`src/rtl/servo_ramp_if.sv`:
```
// Command and position bundle between a target source (master) and servo_ramp (slave).
interface servo_ramp_if;
   logic       cmd_valid;
   logic [7:0] cmd_target;
   logic       cmd_ready;
   logic [7:0] rotation;
   logic       set_rotation;
   logic       busy;

   modport master (
      output cmd_valid,
      output cmd_target,
      input  cmd_ready,
      input  rotation,
      input  set_rotation,
      input  busy
   );

   modport slave (
      input  cmd_valid,
      input  cmd_target,
      output cmd_ready,
      output rotation,
      output set_rotation,
      output busy
   );
endinterface

```
`src/rtl/servo_ramp.sv`:
```
// Servo command slew limiter: moves the commanded position toward the target by at most STEP per frame.
// Optional feature macro SERVO_RAMP_LIMIT_EN clamps accepted targets to [MIN_POS, MAX_POS].
module servo_ramp #(
   parameter int unsigned FRAME_CYCLES = 1000000,
   parameter int unsigned STEP         = 4,
   parameter int unsigned INIT_POS     = 128,
   parameter int unsigned MIN_POS      = 0,
   parameter int unsigned MAX_POS      = 255
) (
   input  logic           clk,
   input  logic           rst,
   servo_ramp_if.slave    bus
);

   localparam int unsigned CW       = (FRAME_CYCLES > 2) ? $clog2(FRAME_CYCLES) : 1;
   localparam logic [CW-1:0] LAST_CNT = CW'(FRAME_CYCLES - 1);
   localparam logic [7:0] STEP_B    = 8'(STEP);
   localparam logic [7:0] INIT_B    = 8'(INIT_POS);

   if (FRAME_CYCLES < 4 || STEP < 1 || STEP > 255 || INIT_POS > 255 ||
       MIN_POS > MAX_POS || MAX_POS > 255) begin : g_cfg_error
      $error("servo_ramp: illegal parameter configuration");
   end

`ifdef SERVO_RAMP_LIMIT_EN
   localparam logic [7:0] MIN_B = 8'(MIN_POS);
   localparam logic [7:0] MAX_B = 8'(MAX_POS);

   if (INIT_POS < MIN_POS || INIT_POS > MAX_POS) begin : g_init_range_error
      $error("servo_ramp: INIT_POS outside [MIN_POS, MAX_POS]");
   end
`endif

   typedef enum logic [1:0] {
      LOAD   = 2'd0,
      IDLE   = 2'd1,
      MOVING = 2'd2,
      STROBE = 2'd3
   } state_t;

   function automatic logic [7:0] clamp_target(input logic [7:0] t);
      logic [7:0] r;
`ifdef SERVO_RAMP_LIMIT_EN
      if (t < MIN_B) begin
         r = MIN_B;
      end else if (t > MAX_B) begin
         r = MAX_B;
      end else begin
         r = t;
      end
`else
      r = t;
`endif
      return r;
   endfunction

   // Signed 9-bit difference keeps 250 -> 5 descending instead of wrapping through 255.
   function automatic logic [7:0] step_toward(input logic [7:0] pos, input logic [7:0] tgt);
      logic signed [8:0] diff;
      logic [8:0]        mag;
      logic [7:0]        r;
      diff = $signed({1'b0, tgt}) - $signed({1'b0, pos});
      mag  = diff[8] ? 9'(-diff) : 9'(diff);
      if (mag <= {1'b0, STEP_B}) begin
         r = tgt;
      end else if (diff[8]) begin
         r = pos - STEP_B;
      end else begin
         r = pos + STEP_B;
      end
      return r;
   endfunction

   state_t        state_r;
   state_t        state_s;
   logic [7:0]    rotation_r;
   logic [7:0]    rotation_s;
   logic [7:0]    target_r;
   logic [7:0]    target_s;
   logic [CW-1:0] cnt_r;
   logic          set_rotation_r;
   logic          set_rotation_s;
   logic          busy_r;
   logic          busy_s;
   logic          cmd_ready_r;
   logic          cmd_ready_s;
   logic          tick_s;
   logic          accept_s;
   logic [7:0]    cmd_clamped_s;
   logic [7:0]    eff_target_s;

   assign tick_s = (cnt_r == LAST_CNT);

   // Next-state, next-position and next-output decode.
   always_comb begin
      state_s        = state_r;
      rotation_s     = rotation_r;
      accept_s       = bus.cmd_valid && cmd_ready_r;
      cmd_clamped_s  = clamp_target(bus.cmd_target);
      eff_target_s   = accept_s ? cmd_clamped_s : target_r;
      target_s       = eff_target_s;

      case (state_r)
         LOAD: begin
            state_s = IDLE;
         end
         IDLE: begin
            if (accept_s && (cmd_clamped_s != rotation_r)) begin
               state_s = MOVING;
            end else begin
               state_s = IDLE;
            end
         end
         MOVING: begin
            // The step uses the stored target; a command on the tick cycle takes effect next frame.
            if (tick_s) begin
               rotation_s = step_toward(rotation_r, target_r);
               state_s    = STROBE;
            end else begin
               state_s    = MOVING;
            end
         end
         STROBE: begin
            if (rotation_r == eff_target_s) begin
               state_s = IDLE;
            end else begin
               state_s = MOVING;
            end
         end
         default: begin
            state_s = LOAD;
         end
      endcase

      set_rotation_s = (state_r == LOAD) || (state_r == STROBE);
      busy_s         = (state_s == MOVING) || (state_s == STROBE);
      cmd_ready_s    = (state_r != LOAD) && !accept_s;
   end

   // State, position and registered output update.
   always_ff @(posedge clk) begin
      if (rst) begin
         state_r        <= LOAD;
         rotation_r     <= INIT_B;
         target_r       <= INIT_B;
         set_rotation_r <= 1'b0;
         busy_r         <= 1'b0;
         cmd_ready_r    <= 1'b0;
      end else begin
         state_r        <= state_s;
         rotation_r     <= rotation_s;
         target_r       <= target_s;
         set_rotation_r <= set_rotation_s;
         busy_r         <= busy_s;
         cmd_ready_r    <= cmd_ready_s;
      end
   end

   // Free-running frame counter; the last count is the frame tick.
   always_ff @(posedge clk) begin
      if (rst) begin
         cnt_r <= '0;
      end else if (tick_s) begin
         cnt_r <= '0;
      end else begin
         cnt_r <= cnt_r + CW'(1);
      end
   end

   assign bus.rotation     = rotation_r;
   assign bus.set_rotation = set_rotation_r;
   assign bus.busy         = busy_r;
   assign bus.cmd_ready    = cmd_ready_r;

endmodule

```
`src/flat_wrapper.sv`:
```
// flat-port wrapper written by rule: the top's interface ports become plain ports
module servo_ramp_flat 
#(
   parameter int unsigned FRAME_CYCLES = 1000000,
   parameter int unsigned STEP         = 4,
   parameter int unsigned INIT_POS     = 128,
   parameter int unsigned MIN_POS      = 0,
   parameter int unsigned MAX_POS      = 255
)
  (clk, rst, bus_cmd_valid, bus_cmd_target, bus_cmd_ready, bus_rotation, bus_set_rotation, bus_busy);
  servo_ramp_if bus_i ();
  input  logic clk;
  input  logic rst;
  input wire logic [$bits(bus_i.cmd_valid)-1:0] bus_cmd_valid;
  input wire logic [$bits(bus_i.cmd_target)-1:0] bus_cmd_target;
  output wire logic [$bits(bus_i.cmd_ready)-1:0] bus_cmd_ready;
  output wire logic [$bits(bus_i.rotation)-1:0] bus_rotation;
  output wire logic [$bits(bus_i.set_rotation)-1:0] bus_set_rotation;
  output wire logic [$bits(bus_i.busy)-1:0] bus_busy;
  assign bus_i.cmd_valid = bus_cmd_valid;
  assign bus_i.cmd_target = bus_cmd_target;
  assign bus_cmd_ready = bus_i.cmd_ready;
  assign bus_rotation = bus_i.rotation;
  assign bus_set_rotation = bus_i.set_rotation;
  assign bus_busy = bus_i.busy;
  servo_ramp #(.FRAME_CYCLES(FRAME_CYCLES), .STEP(STEP), .INIT_POS(INIT_POS), .MIN_POS(MIN_POS), .MAX_POS(MAX_POS)) u_core (.clk(clk), .rst(rst), .bus(bus_i));
endmodule
```
`config.mk`:
```
export PLATFORM = sky130hd
export DESIGN_NAME = servo_ramp_flat
export DESIGN_NICKNAME = d
export VERILOG_FILES = /design/src/rtl/servo_ramp_if.sv /design/src/rtl/servo_ramp.sv /design/src/flat_wrapper.sv
export SDC_FILE = /design/constraint.sdc
export NUM_CORES = 1
export LEC_CHECK = 0
export CORE_MARGIN = 2
export CORE_UTILIZATION = 55
export DETAILED_ROUTE_END_ITERATION = 10
export PLACE_DENSITY = 0.76
export SLEW_MARGIN = 20
export SYNTH_ARGS = -nofsm -noshare
export SYNTH_HDL_FRONTEND = slang
export SYNTH_SLANG_ARGS = --single-unit
```
`constraint.sdc`:
```
create_clock -name clk -period 8.52 [get_ports clk]
set_clock_uncertainty 0.05 [all_clocks]
set_input_delay 1.704 -clock clk [delete_from_list [all_inputs] [get_ports clk]]
set_output_delay 1.704 -clock clk [all_outputs]
set_load 0.05 [all_outputs]
```
# Word level (Yosys, flattened, before mapping)
# Cells that the tools add are included.
[op_classes]
n_addsub = 5
magnitude_cmp = 1
eq_ne = 8
muxes = 8
n_reduce_logical = 10
[ops]
columns = ["cell", "n"]
rows = [
  ["two-way mux 8 bit", 3],
  ["adder 20 x 1 -> 20 bit, second input constant", 1],
  ["equality test 20 bit, second input constant", 1],
  ["less-or-equal comparator 9 x 3 -> 1 bit, second input constant", 1],
  ["two-way mux 9 bit", 1],
  ["negation 9 bit", 1],
  ["subtractor 8 x 8 -> 9 bit", 1],
  ["adder 8 x 3 -> 8 bit, second input constant", 1],
  ["equality test 2 bit, second input constant", 4],
  ["equality test 8 bit", 1],
  ["!= test 8 bit", 1],
  ["case mux 2 bit (4 select lines)", 1],
  ["subtractor 8 x 3 -> 8 bit, second input constant", 1],
  ["two-way mux 2 bit", 2],
  ["logical AND 1 bit", 3],
  ["equality test 2 x 1 -> 1 bit, second input constant", 1],
  ["zero test 2 bit", 1],
  ["logical OR 1 bit", 2],
  ["AND reduction 2 bit", 1],
  ["nonzero test 2 bit", 1],
  ["OR reduction 2 bit", 1],
  ["zero test 1 bit", 1],
  ["two-way mux 1 bit", 1],
]
[word_totals]
register_bits = 41
wordCells = 39

# Depth between registers and ports, before layout
[depth]
depth_word = 7
depth_mapped = 16
depth_no_buf = 16

# Worst setup path after synthesis
# OpenSTA, ideal clock, no wires.
[synth_timing]
path_kind = "flip-flop to flip-flop"
start = "register u_core.rotation_r[0], in the netlist u_core.bus.rotation[0]"
end = "register u_core.rotation_r[7], in the netlist u_core.bus.rotation[7]"
setup_ps = 116
arrival_ps = 3369
required_time_ps = 8354
setup_slack_ps = 4984
path_stages_with_launch = 16
path_buffers = 0
synth_period_minus_slack_ps = 3536
path_cell_list = "dfxtp_1 > ha_1 > inv_1 > fa_1 > a21oi_1 > o21bai_1 > o22ai_4 > ha_1 > a21o_1 > a21oi_1 > o21bai_1 > a21oi_1 > xnor2_1 > and3_1 > o22ai_1 > o211a_1"
[synth_via]
elab_chain_cells = 5
elab_cells_between_ends = 8
[synth_rtl]
columns = ["item", "line", "source"]
rows = [
  ["start: declaration", "servo_ramp.sv:76", "logic [7:0] rotation_r;"],
  ["start signal: assignment", "servo_ramp.sv:151", "rotation_r <= rotation_s;"],
  ["subtractor 8 x 8 -> 9 bit", "servo_ramp.sv:62", "diff = $signed({1'b0, tgt}) - $signed({1'b0, pos});"],
  ["negation 9 bit", "servo_ramp.sv:63", "mag = diff[8] ? 9'(-diff) : 9'(diff);"],
  ["two-way mux 9 bit", "servo_ramp.sv:63", ""],
  ["less-or-equal comparator 9 x 3 -> 1 bit", "servo_ramp.sv:64", "if (mag <= {1'b0, STEP_B}) begin"],
  ["two-way mux 8 bit *", "servo_ramp.sv:64", ""],
]
# Mark *: on every way between the ends. The rest lies on a longest branch, timed or not.
# A chain may end at the register's enable or synchronous reset.

# Final worst setup path
[layout_timing]
start = "input port rst"
end = "register u_core.cnt_r[16]"
[layout_via]
elab_chain_cells = 1
[layout_rtl]
columns = ["item", "line", "source"]
rows = [
  ["start: declaration", "flat_wrapper.sv:13", "input logic rst;"],
  ["OR reduction 2 bit (no source line)", "-", ""],
  ["end signal: assignment", "servo_ramp.sv:166", "cnt_r <= cnt_r + CW'(1);"],
  ["end: declaration", "servo_ramp.sv:80", "logic [CW-1:0] cnt_r;"],
]
# Every way passes these cells.

==> metrics.txt <==
Final Hold Slack=0.403 ns; reg2reg start=u_core.bus.rotation[0]$_SDFFE_PP0P_; Routed WL per cell=13.9 microns; Period Utilization, post-route=0.435; vias in the first global route=2,135; placed insts=404; crit path DAT=3.81 ns; Final Hold Fails=0; CTS tree=done; fin cells=412; worst reg2reg path depth=15; CP Class=input pin to register; Lkg Pwr=1.21 nW; Clock Path Buffers=2; Top FF cell, synth=dfxtp_1; worst slew pin tran=0.893 ns; Worst-path clk slew=0.08 ns; aggregate global routing overflow=0; min-delay src=u_core.cnt_r[0]$_SDFF_PP0_; initial drt markers=150; Final Slew Violations=0; Layout Nets=375; worst rel slew slack=0.403; Max IR drop VDD=0.0949 mV; number of synthesized flops with an enable pin=0; fraction of layout cells with a size suffix above 1=0.0348; IO Port Bufs=21; RSZ-0062 raised after global routing=no; synth warn=0; Core Area=4720 sq um; n_diodes=0; Synth cell types=46; Post-route DRC=0; part of the Yosys area used for sequential elements=0.305; cts repair resizes=0; Die H=74 microns; hold_buf cts=0; Initial Utilization=0.571; WP data required=8.62 ns; number of routed nets with antenna violations=0; Vias/cell=5.59; Setup TNS=0 ns; status=completed; Worst Hold Class=register to register; Critical Path Max Stage Delay=1.05 ns; Worst setup EP type=register; syn_area_per_cell=8.29 sq um; maximum fanout along the worst path=23; largest net degree at the start of global routing=24; Synth Register Bits=41; power per cell area=134 nW/um^2; Mapped Cells=325; full die area=5480 sq um; worst path cell trace=clkdlybuf4s50_1 -> clkinv_1 -> o21ai_2 -> nor2_1; Max Freq=270 MHz; Clock Sinks=41; Rows=25; H-tree depth=2; first-pass GRT wire length=9720 microns; Via Count=2,302; synthesis-to-layout area growth=12.8%; Startpoint Class=input pin; Worst path slowest cell=clkdlybuf4s50_1; Setup-failing EPs final=0; Post-CTS Setup Bufs=0; Total Wirelength=5750 microns; async set-or-reset flop fraction in the synthesized netlist=0; routability congestion estimate=0.913; hpwl dp=4380 microns; clock root cell=clkbuf_8; 1st-pass router iterations=4; Total GRT Usage=0.226; io pins=22; worst setup path start=rst; TritonCTS buffer count=5; Die Wd=74 microns; MaxCap Viol Count=0; Worst-Skew Late Latency=0.29 ns; Syn Std Cell Area=2700 sq um; Final min period=3.71 ns; Mapped Nets=356; initial antenna violation count=0; hold path depth=1
[through the flow]
stage,util,cell area (sq um),worst slack (ns),power [W]
5_1_grt,0.643,3040,4.59,0.000427
2_1_floorplan,-,2700,4.98,0.000264
3_5_place_dp,0.626,2960,4.50,0.000288
3_3_place_gp,0.625,2950,4.19,0.000286
6_report,0.643,3040,4.81,0.000408
4_1_cts,0.643,3040,4.80,0.000408
[cells in the final DEF (no fill, tap or decap), types with 2 or more instances in the layout]
cell / count
inv_1: 21
nand3_1: 9
nand2_1: 24
nor3b_1: 2
and3_1: 2
xor2_1: 21
o211ai_1: 2
nor4_1: 7
nor4b_1: 5
fa_1: 2
nor2b_1: 3
clkinv_2: 2
o22ai_1: 2
o31ai_1: 3
nand2b_1: 4
and2_1: 3
ha_1: 18
o21a_1: 3
o311a_1: 3
clkbuf_8: 5
nor2_1: 40
o21ai_0: 10
nand4_1: 6
a31oi_1: 2
o21bai_1: 2
a21o_1: 3
clkdlybuf4s50_1: 21
dfxtp_1: 41
nor3_1: 7
mux2i_1: 10
a211oi_1: 3
a21oi_1: 15
a2111oi_0: 2
or3_1: 8
xnor2_1: 21
[registers in the layout, summed over array words and instances (netlist names)]
register                 count
u_core.bus.cmd_ready         1
u_core.bus.set_rotation      1
u_core.bus.rotation          8
u_core.state_r               2
u_core.bus.busy              1
u_core.target_r              8
u_core.cnt_r                20
[report_power, final]
part | internal [W] | total [W] | switching (W) | leakage, nW
clock network | 0.0000568 | 0.000123 | 0.0000665 | 0.0450
logic | 0.0000332 | 0.0000864 | 0.0000532 | 0.830
registers | 0.000195 | 0.000198 | 0.00000273 | 0.332
total | 0.000285 | 0.000408 | 0.000122 | 1.21
[worst paths after layout]
kind	endpoint	slack [ns]
worst max register to register	u_core.bus.rotation[7]$_SDFFE_PP1P_	4.83
worst max-delay path	u_core.cnt_r[16]$_SDFF_PP0_	4.81
worst min register to register	u_core.cnt_r[0]$_SDFF_PP0_	0.40
worst min-delay path	u_core.cnt_r[0]$_SDFF_PP0_	0.40
[layer usage]
| layer | share of wire | track usage |
|---|---|---|
| met3 | 0.055 | 0.0447 |
| met4 | 0.0044 | 0.0444 |
| met5 | 0 | 0 |
| met1 | 0.52 | 0.336 |
| met2 | 0.42 | 0.339 |
[layout make-up]
| class | instances | area (sq um) |
|---|---|---|
| clock buffer | 6 | 72.6 |
| clock inverter | 2 | 10.0 |
| fill | 427 | 1680 |
| inverter | 22 | 82.6 |
| multi-input combinational | 253 | 1760 |
| sequential | 41 | 821 |
| tap | 67 | 83.8 |
| timing repair buffer | 21 | 210 |
[cell usage after synthesis, drive strengths merged, types with 2 or more instances]
master | instances | area [sq um]
xnor2 | 21 | 184
o22ai | 3 | 32.5
or3 | 8 | 50.1
inv | 21 | 78.8
nor2b | 3 | 18.8
mux2i | 10 | 100
clkbuf | 7 | 26.3
a31oi | 2 | 12.5
o31ai | 3 | 22.5
nand4 | 6 | 37.5
o21bai | 3 | 26.3
a2111oi | 2 | 17.5
and3 | 2 | 12.5
ha | 18 | 225
nand3 | 9 | 45.0
a21oi | 16 | 91.3
xor2 | 21 | 184
a21o | 3 | 22.5
nor3 | 7 | 35.0
and2 | 3 | 18.8
nor3b | 2 | 15.0
nand2 | 24 | 90.1
dfxtp | 41 | 821
nand2b | 4 | 25.0
a211oi | 3 | 22.5
o21ai | 11 | 55.1
o211ai | 2 | 15.0
buf | 2 | 10.0
o311a | 3 | 30.0
nor2 | 40 | 150
o21a | 3 | 22.5
nor4 | 7 | 43.8
fa | 2 | 40.0
nor4b | 5 | 43.8
[logic make-up (layout without fill, tap and decap cells)]
kind of cell | after synthesis | count (layout) | synth area share
AOI/OAI and AO/OA | 59 | 59 | 0.156
xor gates and xnor gates | 42 | 42 | 0.136
adders and majority gates | 20 | 20 | 0.0984
buffers and inverters | 31 | 51 | 0.0441
DFF | 41 | 41 | 0.305
muxes | 11 | 11 | 0.0413
and+or+nand+nor | 121 | 121 | 0.220
[critical path: cells and delay by family]
kind	cells	cell delay [ns]
buffers and inverters	2	1.55
AOI/OAI and AO/OA	1	0.44
and+or+nand+nor	1	0.11
(Power assumes the default switching activity.)
